--- config.mk ---
export PLATFORM = sky130hd
export DESIGN_NAME = time_display_scanner
export DESIGN_NICKNAME = d
export VERILOG_FILES = /design/src/rtl/time_display_scanner.sv
export SDC_FILE = /design/constraint.sdc
export NUM_CORES = 1
export LEC_CHECK = 0
export BUFFER_PORTS_ARGS = -buffer_cell sky130_fd_sc_hd__buf_2
export CAP_MARGIN = 40
export CORE_AREA = 2 2 118 120
export DETAILED_ROUTE_END_ITERATION = 8
export DIE_AREA = 0 0 120 122
export MAX_ROUTING_LAYER = met4
export SETUP_SLACK_MARGIN = 0.05
export SLEW_MARGIN = 20
export SYNTH_ARGS = -nofsm -noshare
export SYNTH_HDL_FRONTEND = slang
export SYNTH_SLANG_ARGS = --single-unit
--- constraint.sdc ---
create_clock -name clk -period 4.1 [get_ports clk]
set_input_delay 0.615 -clock clk [delete_from_list [all_inputs] [get_ports clk]]
set_output_delay 0.615 -clock clk [all_outputs]
set_load 0.05 [all_outputs]
--- src/rtl/time_display_scanner.sv ---
// Multiplexed 4-digit common-anode 7-segment scanner for a 12-hour H1 H0 : M1 M0 clock.
// Frame-wide input snapshots, leading-zero blanking, dash on out-of-range and a blinking colon.
module time_display_scanner #(
  parameter int sys_freq = 100000000,
  parameter int digit_hz = 4000,
  parameter bit blink_en = 1'b1
) (
  input  logic       clk,
  input  logic       rst,
  input  logic [3:0] hour,
  input  logic [3:0] tenmin,
  input  logic [3:0] min,
  output logic [3:0] an,
  output logic [6:0] seg,
  output logic       dp
);

  localparam int DIV      = sys_freq / digit_hz;
  localparam int DIV_W    = (DIV > 2) ? $clog2(DIV) : 1;
  localparam int BLINK_TC = sys_freq / 2;
  localparam int BLINK_W  = (BLINK_TC > 2) ? $clog2(BLINK_TC) : 1;

  localparam logic [6:0] SEG_DASH  = 7'b0111111;
  localparam logic [6:0] SEG_BLANK = 7'b1111111;

  logic [DIV_W-1:0]   div_q;
  logic [BLINK_W-1:0] blink_q;
  logic               colon_q;
  logic [1:0]         idx_q;
  logic [1:0]         idx_d;
  logic               run_q;
  logic               upd_q;
  logic [3:0]         hour_q;
  logic [3:0]         tenmin_q;
  logic [3:0]         min_q;
  logic [3:0]         an_q;
  logic [6:0]         seg_q;
  logic               dp_q;
  logic [3:0]         an_d;
  logic [6:0]         seg_d;
  logic               dp_d;
  logic               tick;
  logic               hour_ok;
  logic [3:0]         dh;
  logic               h_tens;
  logic [3:0]         h_units;

  function automatic logic [6:0] seg7(input logic [3:0] v);
    case (v)
      4'd0:    seg7 = 7'b1000000;
      4'd1:    seg7 = 7'b1111001;
      4'd2:    seg7 = 7'b0100100;
      4'd3:    seg7 = 7'b0110000;
      4'd4:    seg7 = 7'b0011001;
      4'd5:    seg7 = 7'b0010010;
      4'd6:    seg7 = 7'b0000010;
      4'd7:    seg7 = 7'b1111000;
      4'd8:    seg7 = 7'b0000000;
      4'd9:    seg7 = 7'b0010000;
      default: seg7 = SEG_DASH;
    endcase
  endfunction

  assign tick = (div_q == DIV_W'(DIV - 1));

  // The first tick after reset starts a frame at M0 instead of advancing,
  // so the display always opens on a freshly captured snapshot.
  assign idx_d = run_q ? (idx_q + 2'd1) : 2'd0;

  assign hour_ok = (hour_q <= 4'd11);
  assign dh      = (hour_q == 4'd0) ? 4'd12 : hour_q;
  assign h_tens  = (dh >= 4'd10);
  assign h_units = h_tens ? (dh - 4'd10) : dh;

  always_comb begin
    seg_d = SEG_BLANK;
    case (idx_q)
      2'd0: seg_d = (min_q > 4'd9)    ? SEG_DASH : seg7(min_q);
      2'd1: seg_d = (tenmin_q > 4'd5) ? SEG_DASH : seg7(tenmin_q);
      2'd2: seg_d = hour_ok ? seg7(h_units) : SEG_DASH;
      2'd3: seg_d = !hour_ok ? SEG_DASH : (h_tens ? seg7(4'd1) : SEG_BLANK);
      default: seg_d = SEG_BLANK;
    endcase
    an_d = ~(4'b0001 << idx_q);
    dp_d = ~((idx_q == 2'd2) && colon_q);
  end

  always_ff @(posedge clk) begin
    if (rst) begin
      div_q    <= '0;
      idx_q    <= 2'd0;
      run_q    <= 1'b0;
      upd_q    <= 1'b0;
      hour_q   <= 4'd0;
      tenmin_q <= 4'd0;
      min_q    <= 4'd0;
      blink_q  <= '0;
      colon_q  <= 1'b1;
      an_q     <= 4'b1111;
      seg_q    <= SEG_BLANK;
      dp_q     <= 1'b1;
    end else begin
      div_q <= tick ? '0 : div_q + 1'b1;
      upd_q <= tick;

      if (tick) begin
        run_q <= 1'b1;
        idx_q <= idx_d;
        if (idx_d == 2'd0) begin
          hour_q   <= hour;
          tenmin_q <= tenmin;
          min_q    <= min;
        end
      end

      if (upd_q) begin
        an_q  <= an_d;
        seg_q <= seg_d;
        dp_q  <= dp_d;
      end

      if (blink_en) begin
        if (blink_q == BLINK_W'(BLINK_TC - 1)) begin
          blink_q <= '0;
          colon_q <= ~colon_q;
        end else begin
          blink_q <= blink_q + 1'b1;
        end
      end else begin
        blink_q <= '0;
        colon_q <= 1'b1;
      end
    end
  end

  assign an  = an_q;
  assign seg = seg_q;
  assign dp  = dp_q;

endmodule

==> results of run 1 <==
## layout by cell type (no fill, tap or decap), types with 2 or more instances in the layout
master     netlist  layout
a211oi_1         3       3
a21oi_1         34      34
a221oi_1         2       2
a22o_1           2       2
and2_1           3       3
and3_1           7       7
and3_2           2       2
buf_2            3      25
bufinv_16        0       2
clkbuf_1        14       2
clkbuf_16        0       9
dfxtp_1         84      84
ha_1            23      23
inv_1           20      20
inv_2            4       4
mux2i_1          8       8
nand2_1         52      52
nand2b_1         3       3
nand3_1         19      19
nand3b_1         2       2
nand4_1          7       7
nor2_1          77      77
nor3_1          12      12
nor4_1           3       3
nor4b_4          2       2
o211ai_1         2       2
o21a_1           2       2
o21ai_0         34      34
o2bb2ai_1        4       4
o311ai_2         2       2
o31ai_1          2       2
o32a_1           3       3
or3_1            3       3
xnor2_1         16      16
xor2_1          20      20
## final cells by class
cell class / instances / area share
repair buffers: 26 / 0.02732
flip-flops and latches: 84 / 0.3464
inverters: 24 / 0.01856
clock buffers: 11 / 0.04794
well taps: 180 / 0.04639
multi-input cells: 380 / 0.4982
clock inverters: 4 / 0.01521
## worst max-delay path: cells and delay by family (launching register included)
family          cells  cell delay [ps]
simple gates        2              740
flops               1              420
buf+inv             3              270
compound gates      5             1060
fa+ha+maj           2              530
## where the power goes
group          internal [mW]  switching [mW]  total (mW)
clock                  0.532           0.319       0.851
sequential             0.821         0.00339       0.824
combinational         0.0122          0.0253      0.0375
## per-stage QoR
step                power, mW  instance area (sq um)  setup slack, ps  hold WS [ps]
global placement       0.8792                   4548             1196         428.2
detailed placement     0.8800                   4548            985.7         434.5
floorplan              0.8657                   4317             1315         413.0
CTS                     1.731                   4855            962.4         446.8
global route            1.771                   4855            712.1         456.1
finish                  1.713                   4855            963.6         440.1
## logic make-up after synthesis
logic type      after synthesis  share of synthesized area
compound gates              107                     0.1635
xor+xnor                     36                    0.07304
fa+ha+maj                    23                    0.06667
buf+inv                      45                    0.05014
flops                        84                     0.3896
mux                           9                    0.02174
simple gates                205                     0.2354
## cell usage after synthesis (all sizes together), types with 4 or more instances
master,instances,area (sq um)
o311ai,4,50.05
ha,23,287.8
nand4,8,65.06
inv,24,90.08
nand3,19,95.09
mux2i,9,93.84
o2bb2ai,4,35.03
xor2,20,175.2
nor2,78,300.3
xnor2,16,140.1
a21oi,35,178.9
and3,9,58.80
buf,5,46.29
nor3,12,60.06
nor4,4,31.28
nand2,52,195.2
and2,4,26.28
clkbuf,16,80.08
dfxtp,84,1682
o21ai,37,200.2
or3,4,26.28
## layer usage
metal | routed length, um | vias up
li1 | - | 1789
met1 | 4651 | 1646
met2 | 3900 | 64
met3 | 388 | 20
met4 | 194 | 0
met5 | 0 | -
## worst min-delay path by stage
stage / start / end / slack (ps) / depth (start not counted)
6_report: blink_q[0] / blink_q[0] / 440 / 1
5_1_grt: blink_q[0] / blink_q[0] / 460 / 1
4_1_cts: blink_q[0] / blink_q[0] / 450 / 1
3_5_place_dp: blink_q[0] / blink_q[0] / 430 / 1
3_3_place_gp: blink_q[0] / blink_q[0] / 430 / 1
2_1_floorplan: blink_q[0] / blink_q[0] / 410 / 1
==> flow_summary.toml, run 1 <==
[cts]
cts.sinks = 84
cts_resized = 0
holdBufCountCts = 0
cts.path.max_buffers = 2
cts_buffers = 9
clock_latency_ps = 330
cts-root-buf = "clkbuf_16"
htree_levels = 3
cts_tree = "done"
cts_setup_buffers = 0
clkSlewWorstSetupHoldPaths_ps = 60

[floorplanning]
ios = 26
die_h_um = 122
die_area_sq_um = 14640
num_rows = 43
core_area_sq_um = 13500
die_w_um = 120
start_util = 0.3197

[finish]
final_util = 0.3595
fin_nets = 562
antenna_cells = 0
multi_input_area_sq_um = 2419
area_growth_pct = 12.46
regArea_sq_um = 1682
layout-drive-gt1-share = 0.1172
stdcell_count = 709
n_fill_cell = 1369

[critical_path]
arrival_ps = 3380
path_cells = "inv_1 -> ha_1 -> inv_1 -> a21oi_1 -> nor2_4 -> nand2_1 -> a21oi_1 -> inv_2 -> ha_1 -> a211oi_1 -> a21oi_1 -> a221oi_1"
crit_start = "idx_q[0]"
r2r_slack_ps = 960
crit_type = "register to register"
crit_top_cell = "a21oi_1"
cp-end-kind = "register"
reg2reg_from = "idx_q[0]"
cp_slowest_cell = "nor2_4"
r2r_cells = 12
cpPeakStageDelay_ps = 590
crit_required_ps = 4340
start_kind = "register"
critPathMaxFanout = 24

[timing]
fin_setup_tns_ps = 0
post-route-min-period_ps = 3136
rsz0062_at_grt = "no"
tightest_slew_ps = 767.5
drv_slew = 0
max_slew_margin = 0.4871
fmax_ghz = 0.3188
finClkSkew_ps = 4.985
final-setup-viol-count = 0
post-route-period-util = 0.7650
finalHoldViolations = 0

[global_routing]
grt_pass1_wl_mm = 15.43
antenna_found_initial = 0
grtUsageMet3 = 0.02762
busiest_layer = "met2"
grt_max_degree = 37
first_global_vias = 3261
met2_usage = 0.2003
grt_use_total = 0.1342
grt_util_met1 = 0.1754
grt_overflow = 0

[min_path]
min_path_type = "register to register"

[logic_synthesis]
ys_ff_latch = 84
ys_warn_count = 0
synth-edff-count = 0
async_flop_share = 0
ys_types = 67
synth_top_flop_cell = "dfxtp_1"
synth_cells = 509
ys_seq_area_frac = 0.3896
syn_nets = 546
netlist_area_sq_um = 4317
synth.avg_cell_area_sq_um = 8.481

[place]
port_buffers = 25
dp_hpwl_mm = 6.617
dp.cells = 694
gp_congestion = 0.8605

[power_and_ir_drop]
leakage_nw = 1.767
power_density_nw_per_um2 = 352.9
irDropWorstVdd_v = 0.0002091

[route]
vias = 3519
drtIter0Drc = 248
wl_per_cell_um = 12.88
drt-total-wl_mm = 9.135
drc = 0
dr.pass1.iters = 6
detail_route.vias_per_cell = 4.963
drtAntennaViolNets = 0

[status]
status = "finished, final reports clean"

[flow_run]
maxCapViolations = 0
No activity file was read; power rests on OpenSTA's default activity.
==> run 2: changes to the inputs <==
==> constraint.sdc (replaced) <==
create_clock -name clk -period 3.2 [get_ports clk]
set_input_delay 0.48 -clock clk [delete_from_list [all_inputs] [get_ports clk]]
set_output_delay 0.48 -clock clk [all_outputs]
set_load 0.05 [all_outputs]
==> flow_summary.toml, run 2 (same netlist as run 1, synthesis figures left out) <==
[place]
post-place-ws_ps = 279.5
gp_congestion = 0.8215
port_buffers = 25
dpl_cell_area_sq_um = 4593
dp_hpwl_mm = 6.943

[min_path]
worstHoldEndpoint = "hour_q[1]"
worstHoldPathCells = 3
hp-start = "hour[1]"
min_path_type = "input port to register"

[floorplanning]
die_area_sq_um = 14640
die_w_um = 120
num_rows = 43
core_area_sq_um = 13500
start_util = 0.3197
die_h_um = 122
ios = 26

[timing]
final-setup-viol-count = 0
fmax_ghz = 0.3526
post-route-period-util = 0.8863
fin_hold_ws_ps = 393.1
setup_ws_ps = 363.9
fin_setup_tns_ps = 0
max_slew_margin = 0.5111
post-route-min-period_ps = 2836
rsz0062_at_grt = "no"
drv_slew = 0
finClkSkew_ps = 9.459
tightest_slew_ps = 732.3
finalHoldViolations = 0

[critical_path]
arrival_ps = 3070
cp-end-kind = "register"
crit_start = "idx_q[0]"
critPathMaxFanout = 15
r2r_slack_ps = 360
reg2reg_from = "idx_q[0]"
crit_required_ps = 3440
crit_type = "register to register"
start_kind = "register"
r2r_cells = 12

[finish]
design_area_sq_um = 4892
fin_nets = 568
antenna_cells = 0
layout-drive-gt1-share = 0.1306
area_growth_pct = 13.33
mostFrequentLayoutCells = "dfxtp_1 (84), nor2_1 (77), nand2_1 (52)"
n_fill_cell = 1374
layout_commonest_cell = "dfxtp_1"

[route]
drc = 0
drt-total-wl_mm = 9.286
wl_per_cell_um = 12.97
dr.pass1.iters = 4
detail_route.vias_per_cell = 4.892
met3_length_um = 271
vias = 3503
highest_layer = "met4"
drtIter0Drc = 240
wl_met1_mm = 4.813
drtAntennaViolNets = 0
dr_wl_met2_mm = 4.105

[cts]
cts_setup_buffers = 0
cts.path.max_buffers = 2
cts_tree = "done"
htree_levels = 3
clock_latency_ps = 330
clkSlewWorstSetupHoldPaths_ps = 60
cts.sinks = 84
cts_buffers = 9
cts-root-buf = "clkbuf_16"

[power_and_ir_drop]
irDropWorstVdd_v = 0.0002487
leakage_nw = 1.793
power_frac_comb = 0.024
p_seq_frac = 0.496
p_sw_frac = 0.2052
p_switching_mw = 0.4375
clkPwrFrac = 0.481
p_int_mw = 1.694
power_density_nw_per_um2 = 435.8

[global_routing]
antenna_found_initial = 0
grt_pass1_wl_mm = 15.86
first_global_vias = 3371
grt_overflow = 0
grt_max_degree = 26
grt_use_total = 0.1373

[flow_run]
maxCapViolations = 0

[status]
status = "finished, final reports clean"
## run 2: routing by layer
| metal | GRT usage | vias up |
|---|---|---|
| met1 | 0.1792 | 1642 |
| li1 | - | 1802 |
| met5 | - | - |
| met4 | 0.03971 | 0 |
| met2 | 0.2152 | 52 |
| met3 | 0.02856 | 7 |
## run 2: power groups by stage
| stage | combinational (mW) | clock [mW] | sequential, mW |
|---|---|---|---|
| floorplan | 0.0304 | 0 | 1.08 |
| finish | 0.0504 | 1.02 | 1.06 |
| CTS | 0.0508 | 1.05 | 1.06 |
| detailed placement | 0.0509 | 0 | 1.08 |
| global route | 0.0560 | 1.09 | 1.06 |
| global placement | 0.0489 | 0 | 1.08 |
## run 2: critical path: stages (launching register included)
cell      delay, ps
dfxtp_1         430
inv_1           120
ha_1            310
inv_1            90
a21oi_2         100
nor2_4          370
nand2_1         130
a21oi_1         330
inv_2            90
ha_1            240
a211oi_1        230
a21oi_1          60
a221oi_1        230
## run 2: layout make-up
type | count | area (sq um) | area share
Tap cell | 180 | 225.2 | 0.04604
Clock inverter | 4 | 48.80 | 0.009974
Timing Repair Buffer | 32 | 177.7 | 0.03632
Inverter | 24 | 90.09 | 0.01841
Clock buffer | 12 | 246.5 | 0.05038
Sequential cell | 84 | 1682 | 0.3437
Multi-Input combinational cell | 380 | 2422 | 0.4951
## run 2: worst max path at each step
stage	slack, ps	to	cells after the start
floorplan	410	register	13
global placement	430	register	12
detailed placement	280	register	12
CTS	260	register	12
global route	60	register	12
finish	360	register	12
## run 2: what timing repair did
action | in CTS | in global routing
hold buffers | 0 | 0
endpoints found under the setup margin | 0 | 2
resized for setup | 0 | 1
## run 2: per-stage QoR
stage / power, mW / utilization / instances
2_1_floorplan: 1.109 / - / 509
3_3_place_gp: 1.128 / 0.3401 / 700
3_5_place_dp: 1.131 / 0.3401 / 700
4_1_cts: 2.159 / 0.3620 / 716
5_1_grt: 2.207 / 0.3623 / 716
6_report: 2.132 / 0.3623 / 716
